`src/rtl/signal_meas.sv`:
```
// Windowed ADC measurement stage: max/min/p2p/mean, Schmitt rising-crossing count and period.
// Results are registered at window completion and held until the next window finishes.
module signal_meas #(
    parameter int unsigned WINDOW_LOG2 = 8,
    parameter int unsigned HYST        = 16,
    parameter int unsigned PER_W       = 24
) (
    input  logic                   clk,
    input  logic                   rst,
    input  logic                   sample_valid,
    input  logic [11:0]            sample,
    input  logic                   start,
    output logic                   busy,
    output logic                   done,
    output logic [11:0]            max_out,
    output logic [11:0]            min_out,
    output logic [11:0]            p2p_out,
    output logic [11:0]            mean_out,
    output logic [WINDOW_LOG2:0]   cross_count,
    output logic [PER_W-1:0]       period_clks,
    output logic                   period_valid
);

    localparam int unsigned SW    = 12;
    localparam int unsigned SUM_W = SW + WINDOW_LOG2;
    localparam int unsigned CW    = WINDOW_LOG2 + 1;

    localparam logic [1:0] S_IDLE = 2'd0;
    localparam logic [1:0] S_ACQ  = 2'd1;
    localparam logic [1:0] S_CALC = 2'd2;
    localparam logic [1:0] S_DONE = 2'd3;

    localparam logic [WINDOW_LOG2-1:0] CNT_LAST  = '1;
    localparam logic [CW-1:0]          CROSS_MAX = CW'(1) << WINDOW_LOG2;
    localparam logic [SW-1:0]          THR_INIT  = SW'(2048);

    logic [1:0]             state, next_state;
    logic [WINDOW_LOG2-1:0] cnt;
    logic [SW-1:0]          max_r, min_r, thr;
    logic [SUM_W-1:0]       sum_r;
    logic                   schm_high;
    logic [CW-1:0]          cross_r;
    logic [PER_W-1:0]       per_cnt, per_cand, per_inc;

    logic [SW:0]            hi_sum, mid_sum;
    logic [SW-1:0]          thr_hi, thr_lo;
    logic                   first_smp;

    // Saturating Schmitt thresholds around the adaptive mid-level
    assign hi_sum    = {1'b0, thr} + (SW+1)'(HYST);
    assign thr_hi    = hi_sum[SW] ? '1 : hi_sum[SW-1:0];
    assign thr_lo    = (thr >= SW'(HYST)) ? (thr - SW'(HYST)) : '0;
    assign mid_sum   = {1'b0, max_r} + {1'b0, min_r};
    assign per_inc   = (per_cnt == '1) ? per_cnt : (per_cnt + PER_W'(1));
    assign first_smp = (cnt == '0);

    always_ff @(posedge clk) begin
        if (rst) state <= S_IDLE;
        else     state <= next_state;
    end

    always_comb begin
        next_state = state;
        case (state)
            S_IDLE:  if (start) next_state = S_ACQ;
            S_ACQ:   if (sample_valid && (cnt == CNT_LAST)) next_state = S_CALC;
            S_CALC:  next_state = S_DONE;
            S_DONE:  next_state = S_IDLE;
            default: next_state = S_IDLE;
        endcase
    end

    always_ff @(posedge clk) begin
        if (rst) begin
            busy         <= 1'b0;
            done         <= 1'b0;
            max_out      <= '0;
            min_out      <= '0;
            p2p_out      <= '0;
            mean_out     <= '0;
            cross_count  <= '0;
            period_clks  <= '0;
            period_valid <= 1'b0;
            cnt          <= '0;
            max_r        <= '0;
            min_r        <= '0;
            sum_r        <= '0;
            schm_high    <= 1'b0;
            cross_r      <= '0;
            per_cnt      <= '0;
            per_cand     <= '0;
            thr          <= THR_INIT;
        end else begin
            done <= 1'b0;
            busy <= (next_state != S_IDLE);
            case (state)
                S_IDLE: begin
                    if (start) begin
                        cnt      <= '0;
                        cross_r  <= '0;
                        per_cnt  <= '0;
                        per_cand <= '0;
                    end
                end
                S_ACQ: begin
                    per_cnt <= per_inc;
                    if (sample_valid) begin
                        cnt <= cnt + WINDOW_LOG2'(1);
                        if (first_smp) begin
                            max_r     <= sample;
                            min_r     <= sample;
                            sum_r     <= SUM_W'(sample);
                            schm_high <= (sample >= thr);
                        end else begin
                            if (sample > max_r) max_r <= sample;
                            if (sample < min_r) min_r <= sample;
                            sum_r <= sum_r + SUM_W'(sample);
                            // Rising crossing restarts the period counter; 2nd+ crossings latch a period
                            if (!schm_high && (sample >= thr_hi)) begin
                                schm_high <= 1'b1;
                                per_cnt   <= '0;
                                if (cross_r != CROSS_MAX) cross_r <= cross_r + CW'(1);
                                if (cross_r != '0) per_cand <= per_inc;
                            end else if (schm_high && (sample <= thr_lo)) begin
                                schm_high <= 1'b0;
                            end
                        end
                    end
                end
                S_CALC: begin
                    done         <= 1'b1;
                    max_out      <= max_r;
                    min_out      <= min_r;
                    p2p_out      <= max_r - min_r;
                    mean_out     <= sum_r[SUM_W-1 -: SW];
                    cross_count  <= cross_r;
                    period_valid <= (cross_r >= CW'(2));
                    period_clks  <= (cross_r >= CW'(2)) ? per_cand : '0;
                end
                S_DONE: begin
                    thr <= mid_sum[SW:1];
                end
                default: ;
            endcase
        end
    end

endmodule
```
`config.mk`:
```
export PLATFORM = sky130hd
export DESIGN_NAME = signal_meas
export DESIGN_NICKNAME = d
export VERILOG_FILES = /design/src/rtl/signal_meas.sv
export SDC_FILE = /design/constraint.sdc
export NUM_CORES = 1
export LEC_CHECK = 0
export ABC_AREA = 1
export ABC_CLOCK_PERIOD_IN_PS = 5600
export CORE_MARGIN = 2
export CORE_UTILIZATION = 60
export DETAILED_ROUTE_END_ITERATION = 8
export GPL_TIMING_DRIVEN = 0
export PLACE_DENSITY = 0.87
export SLEW_MARGIN = 40
export SYNTH_ARGS = -nofsm -noshare
export SYNTH_HDL_FRONTEND = slang
export SYNTH_SLANG_ARGS = --single-unit
```
`constraint.sdc`:
```
create_clock -name clk -period 5.6 [get_ports clk]
set_input_delay 0.84 -clock clk [delete_from_list [all_inputs] [get_ports clk]]
set_output_delay 0.84 -clock clk [all_outputs]
set_load 0.02 [all_outputs]
```
# After elaboration in Yosys (flattened, before gate mapping)
# Index checks and enable logic that the tools add are counted.
word_totals:
  reg_bits: 208
  input_bits: 16
  output_inout_bits: 84
  wordCells: 101
op_classes:
  n_addsub: 8
  n_lt_le_gt_ge: 7
  n_eq_ne: 12
  mux: 35
  reduce_logical: 20
op_table:
  columns: ["cell", "n"]
  rows:
  - ["24-bit 2-to-1 mux", 10]
  - ["24-bit one-hot mux with 2 select lines", 2]
  - ["12-bit 2-to-1 mux", 6]
  - ["9-bit 2-to-1 mux", 5]
  - ["24-bit by 1-bit adder with 24-bit output (second input constant)", 1]
  - ["24-bit equality test (second input constant)", 1]
  - ["12-bit >= comparator", 2]
  - ["20-bit by 12-bit adder with 20-bit output", 1]
  - ["20-bit 2-to-1 mux", 1]
  - ["9-bit one-hot mux with 2 select lines", 1]
  - ["8-bit 2-to-1 mux", 2]
  - ["8-bit one-hot mux with 2 select lines", 1]
  - ["12-bit by 12-bit adder with 13-bit output", 1]
  - ["12-bit by 5-bit adder with 13-bit output (second input constant)", 1]
  - ["12-bit by 5-bit >= comparator with 1-bit output (second input constant)", 1]
  - ["12-bit greater-than comparator", 1]
  - ["12-bit <= comparator", 1]
  - ["12-bit less-than comparator", 1]
  - ["2-bit != test (second input constant)", 6]
  - ["3-bit AND reduction", 4]
  - ["6-bit AND reduction", 2]
  - ["12-bit subtractor", 1]
  - ["12-bit by 5-bit subtractor with 12-bit output (second input constant)", 1]
  - ["9-bit by 1-bit adder with 9-bit output (second input constant)", 1]
  - ["other kinds (17)", 28]

# Longest topological paths before layout
logic_depth:
  ltp_word: 8
  ltp_mapped: 24
  depth_no_buf: 23

# Worst setup path after synthesis
# OpenSTA, ideal clock, no wires.
synth_timing:
  path_kind: "register to register"
  from: "register thr[4]"
  to: "register cross_r[2]"
  setup_ns: 0.070
  arrival_ns: 2.687
  t_required_ns: 5.530
  setup_slack_ns: 2.842
  stages_incl_launch_ff: 23
  path_buffers: 1
  synth_period_minus_slack_ns: 2.758
  path_cell_list: "dfxtp_1 ha_1 nand2_1 nor2_1 inv_1 nor2_1 nand3_1 nor2_2 inv_1 o21ai_0 a21oi_1 ha_1 nand2_1 nor2_1 inv_1 nor2_1 nand2_1 nand2_1 nand2_1 nand2_2 buf_2 nand3_1 a21oi_1"
synth_via:
  elab_chain_len: 6
synth_rtl:
  columns: ["item", "line_no", "rtl"]
  rows:
  - ["start: declaration", "39", "logic [SW-1:0] max_r, min_r, thr;"]
  - ["start signal: assignment", "141", "thr <= mid_sum[SW:1];"]
  - ["12-bit by 5-bit adder with 13-bit output", "50", "assign hi_sum = {1'b0, thr} + (SW+1)'(HYST);"]
  - ["12-bit 2-to-1 mux", "51", "assign thr_hi = hi_sum[SW] ? '1 : hi_sum[SW-1:0];"]
  - ["12-bit >= comparator", "119", "if (!schm_high && (sample >= thr_hi)) begin"]
  - ["1-bit logical AND", "119", null]
  - ["2-bit != test (no line)", null, null]
  - ["6-bit AND reduction (no line)", null, null]
  - ["end signal: assignment", "122", "if (cross_r != CROSS_MAX) cross_r <= cross_r + CW'(1);"]
  - ["end: declaration", "42", "logic [CW-1:0] cross_r;"]
# No other way between the ends.
# A chain may end at the register's enable or synchronous reset.

# Worst setup path after layout
layout_timing:
  from: "register thr[5]"
  to: "register cross_r[4]"
# The elaborated chain is that of the path after synthesis.

==> impl_table.tex <==
\begin{tabular}{lr}
\hline
Metric & Value \\
\hline
\multicolumn{2}{l}{\textbf{Floorplan}} \\
Die X & 150 um \\
Core area & 21000 um\^{}2 \\
Die Footprint & 22400 um\^{}2 \\
Height of the die & 150 um \\
Effective utilization at floorplan & 60.8\% \\
Row Count & 53 \\
IO Pins & 100 \\
\multicolumn{2}{l}{\textbf{Timing}} \\
Count of endpoints failing hold in the final timing report & 0 \\
Setup Skew & 0.0182 ns \\
Number of slew-limit violations in the final report & 0 \\
Final number of setup-violating endpoints & 0 \\
RSZ-0062 raised after global routing & no \\
Max\_slew headroom & 46.7\% \\
Worst Hold Slack & 0.467 ns \\
Final worst setup slack & 1.96 ns \\
Post-route clock period utilization & 65.1\% \\
Shortest clock period the worst path allows after layout & 3.64 ns \\
Tightest Pin Transition & 0.800 ns \\
Sum Neg Setup Slack & 0 ns \\
Fmax & 0.274 GHz \\
\multicolumn{2}{l}{\textbf{Clocking}} \\
Resized cells post-CTS & 0 \\
Clock edge transition at the registers on the reported setup and hold paths & 0.07 ns \\
Total number of H-tree levels & 1 \\
Clk sink count & 208 \\
Number of CTS-inserted buffers & 23 \\
Hold bufs inserted after CTS & 0 \\
Worst-Skew Late Latency & 0.53 ns \\
Clk buf depth & 3 \\
Clock tree from TritonCTS & built \\
Post-CTS Setup Repair Bufs & 0 \\
Library cell used as clock root buffer & clkbuf\_16 \\
\multicolumn{2}{l}{\textbf{Synthesis}} \\
Gate Count Post-Synth & 1888 \\
Dominant cell by count in the synthesized netlist & nand2\_1 \\
Share of the synthesized area in the top cell type & 32.7\% \\
Mean cell area of the mapped netlist & 6.74 um\^{}2 \\
Share of flip-flops with an asynchronous set or reset after synthesis & 0\% \\
Ranking of synthesized cells by area & dfxtp\_1 33\%, nand2\_1 12\%, ha\_1 10\% \\
Warnings, synthesis & 0 \\
Area of the mapped netlist & 12700 um\^{}2 \\
Top post-synthesis cells by count & 403 x nand2\_1, 232 x nor2\_1, 219 x a21oi\_1 \\
Library cell with the largest summed area after synthesis & dfxtp\_1 \\
Flip-flop and latch count after synthesis & 208 \\
Syn Nets & 2010 \\
Portion of the post-synthesis area used by sequential elements & 32.7\% \\
Netlist cell types & 43 \\
Prevailing post-synth register cell & dfxtp\_1 \\
Post-synth EDFFs & 0 \\
\multicolumn{2}{l}{\textbf{Global routing}} \\
Total GRT Usage & 36.7\% \\
Antenna violations before repair & 0 \\
Vias in the first global route & 12800 \\
Pin count of the biggest net entering global routing & 15 \\
Grt ovf & 0 \\
First-pass GRT wire length & 65100 um \\
\multicolumn{2}{l}{\textbf{Pwr}} \\
Largest voltage drop on the vdd net & 235 uV \\
Static leakage & 6.46 nW \\
Pwr per Cell Area & 263 nW/um\^{}2 \\
\multicolumn{2}{l}{\textbf{Finish}} \\
Area Overhead vs Synth & 17.0\% \\
Layout Nets & 2133 \\
Number of non-filler instances in the completed layout & 2303 \\
Ratio of cells with drive above 1 in the final layout & 5.52\% \\
Area of the multi-input gates & 7380 um\^{}2 \\
Seq. cell area & 4160 um\^{}2 \\
Filler cell count & 1819 \\
N\_diodes & 0 \\
\multicolumn{2}{l}{\textbf{Critical path}} \\
Peak fanout along the critical path & 10 \\
Critical path required time & 6.05 ns \\
Crit path kind & flip-flop to flip-flop \\
Setup slack, reg-to-reg & 1.96 ns \\
Endpoint type of the worst setup path & flip-flop \\
Critical path startpoint category & flip-flop \\
Worst path arrival time & 4.09 ns \\
\multicolumn{2}{l}{\textbf{Route}} \\
Post-detailed-route via-to-cell ratio & 5.87 \\
Routed wire per std cell & 18.2 um \\
Detailed Routing Iterations Pass 1 & 8 \\
Final antenna-violating net count & 0 \\
Detailed-route via count & 13500 \\
Starting DRT DRC Count & 1108 \\
Final WL & 41900 um \\
Drt drc & 0 \\
\multicolumn{2}{l}{\textbf{Placement}} \\
Setup WS pre-CTS & 1.99 ns \\
Routability Congestion & 1.00 \\
Placed wire-length estimate after detailed placement & 31500 um \\
Number of placed instances, taps included & 2261 \\
Number of port buffers & 98 \\
\multicolumn{2}{l}{\textbf{Flow run}} \\
Max-cap violations & 0 \\
\multicolumn{2}{l}{\textbf{Outcome}} \\
Status & complete, no violations \\
\multicolumn{2}{l}{\textbf{Worst hold path}} \\
Worst hold-check path type & flip-flop to flip-flop \\
\hline
\end{tabular}
## layout by cell type, fill, tap and decap left out, types with 39 or more instances in the layout
cell type,n
nor2_1,232
a21oi_1,219
clkdlybuf4s50_1,98
ha_1,103
nand4_1,39
nand3_1,122
inv_1,217
o21ai_0,111
nand2_1,403
dfxtp_1,208
## flip-flops by register name (all words and copies together), names as in the netlist
register	cells
busy	1
period_clks	24
cnt	8
per_cand	24
cross_count	9
mean_out	12
p2p_out	12
schm_high	1
done	1
max_r	12
cross_r	9
min_out	12
state	2
period_valid	1
thr	12
max_out	12
sum_r	20
per_cnt	24
min_r	12
## power by group
part           switching (W)  internal [W]
combinational       0.000463      0.000210
clock               0.000659       0.00104
sequential         0.0000338       0.00152
## per-layer routing
metal / vias up / wire (um) / GRT usage, %
met5: - / 0 / 0
met3: 168 / 3550 / 5.85
met4: 0 / 2530 / 20.6
met2: 643 / 19300 / 61.5
met1: 6267 / 16400 / 45.0
li1: 6446 / - / -
## worst max-delay path, stage by stage (launching register included)
cell	delay [ns]
dfxtp_1	0.40
ha_1	0.19
nand2_1	0.07
nor2_1	0.09
inv_1	0.07
nor2_1	0.13
nand3_1	0.15
nor2_2	0.38
inv_1	0.11
o21ai_0	0.09
a21oi_1	0.07
ha_1	0.29
nand2_1	0.05
nor2_1	0.12
inv_1	0.05
nor2_1	0.10
nand2_1	0.06
nand2_1	0.22
nand2_1	0.12
nand2_2	0.22
buf_2	0.29
nand3_1	0.11
a21oi_1	0.17
## final timing paths
path / start / end / cells after the start
worst min register to register: per_cand[16] / per_cand[16] / 2
worst max-delay path: thr[5] / cross_r[4] / 22
worst min-delay path: per_cand[16] / per_cand[16] / 2
worst max register to register: thr[5] / cross_r[4] / 22
## layout make-up
type | instances | share of cell area [%]
well taps | 275 | 2.31
flip-flops and latches | 208 | 27.9
clock buffers | 28 | 4.26
plain buffers | 75 | 2.31
inverters | 224 | 5.64
multi-input cells | 1381 | 49.5
clock inverters | 14 | 1.40
repair buffers | 98 | 6.58
## logic make-up after synthesis
family                   count (synthesis)  synth area share (%)
AO/OA/AOI/OAI                          393                  16.7
XOR/XNOR                                24                  1.65
adder cells (fa/ha/maj)                106                  10.6
buffers and inverters                  299                  9.31
flip-flops                             208                  32.7
AND/OR/NAND/NOR                        858                  29.1
## per-stage QoR
step           area (um^2)  util (%)  total power (W)
3_5_place_dp         14100      67.1          0.00223
6_report             14900      71.1          0.00392
2_1_floorplan        12700         -          0.00202
3_3_place_gp         14100      67.1          0.00221
4_1_cts              14900      71.1          0.00390
5_1_grt              14900      71.1          0.00405
Note: power is estimated with default switching activity, not from simulation.
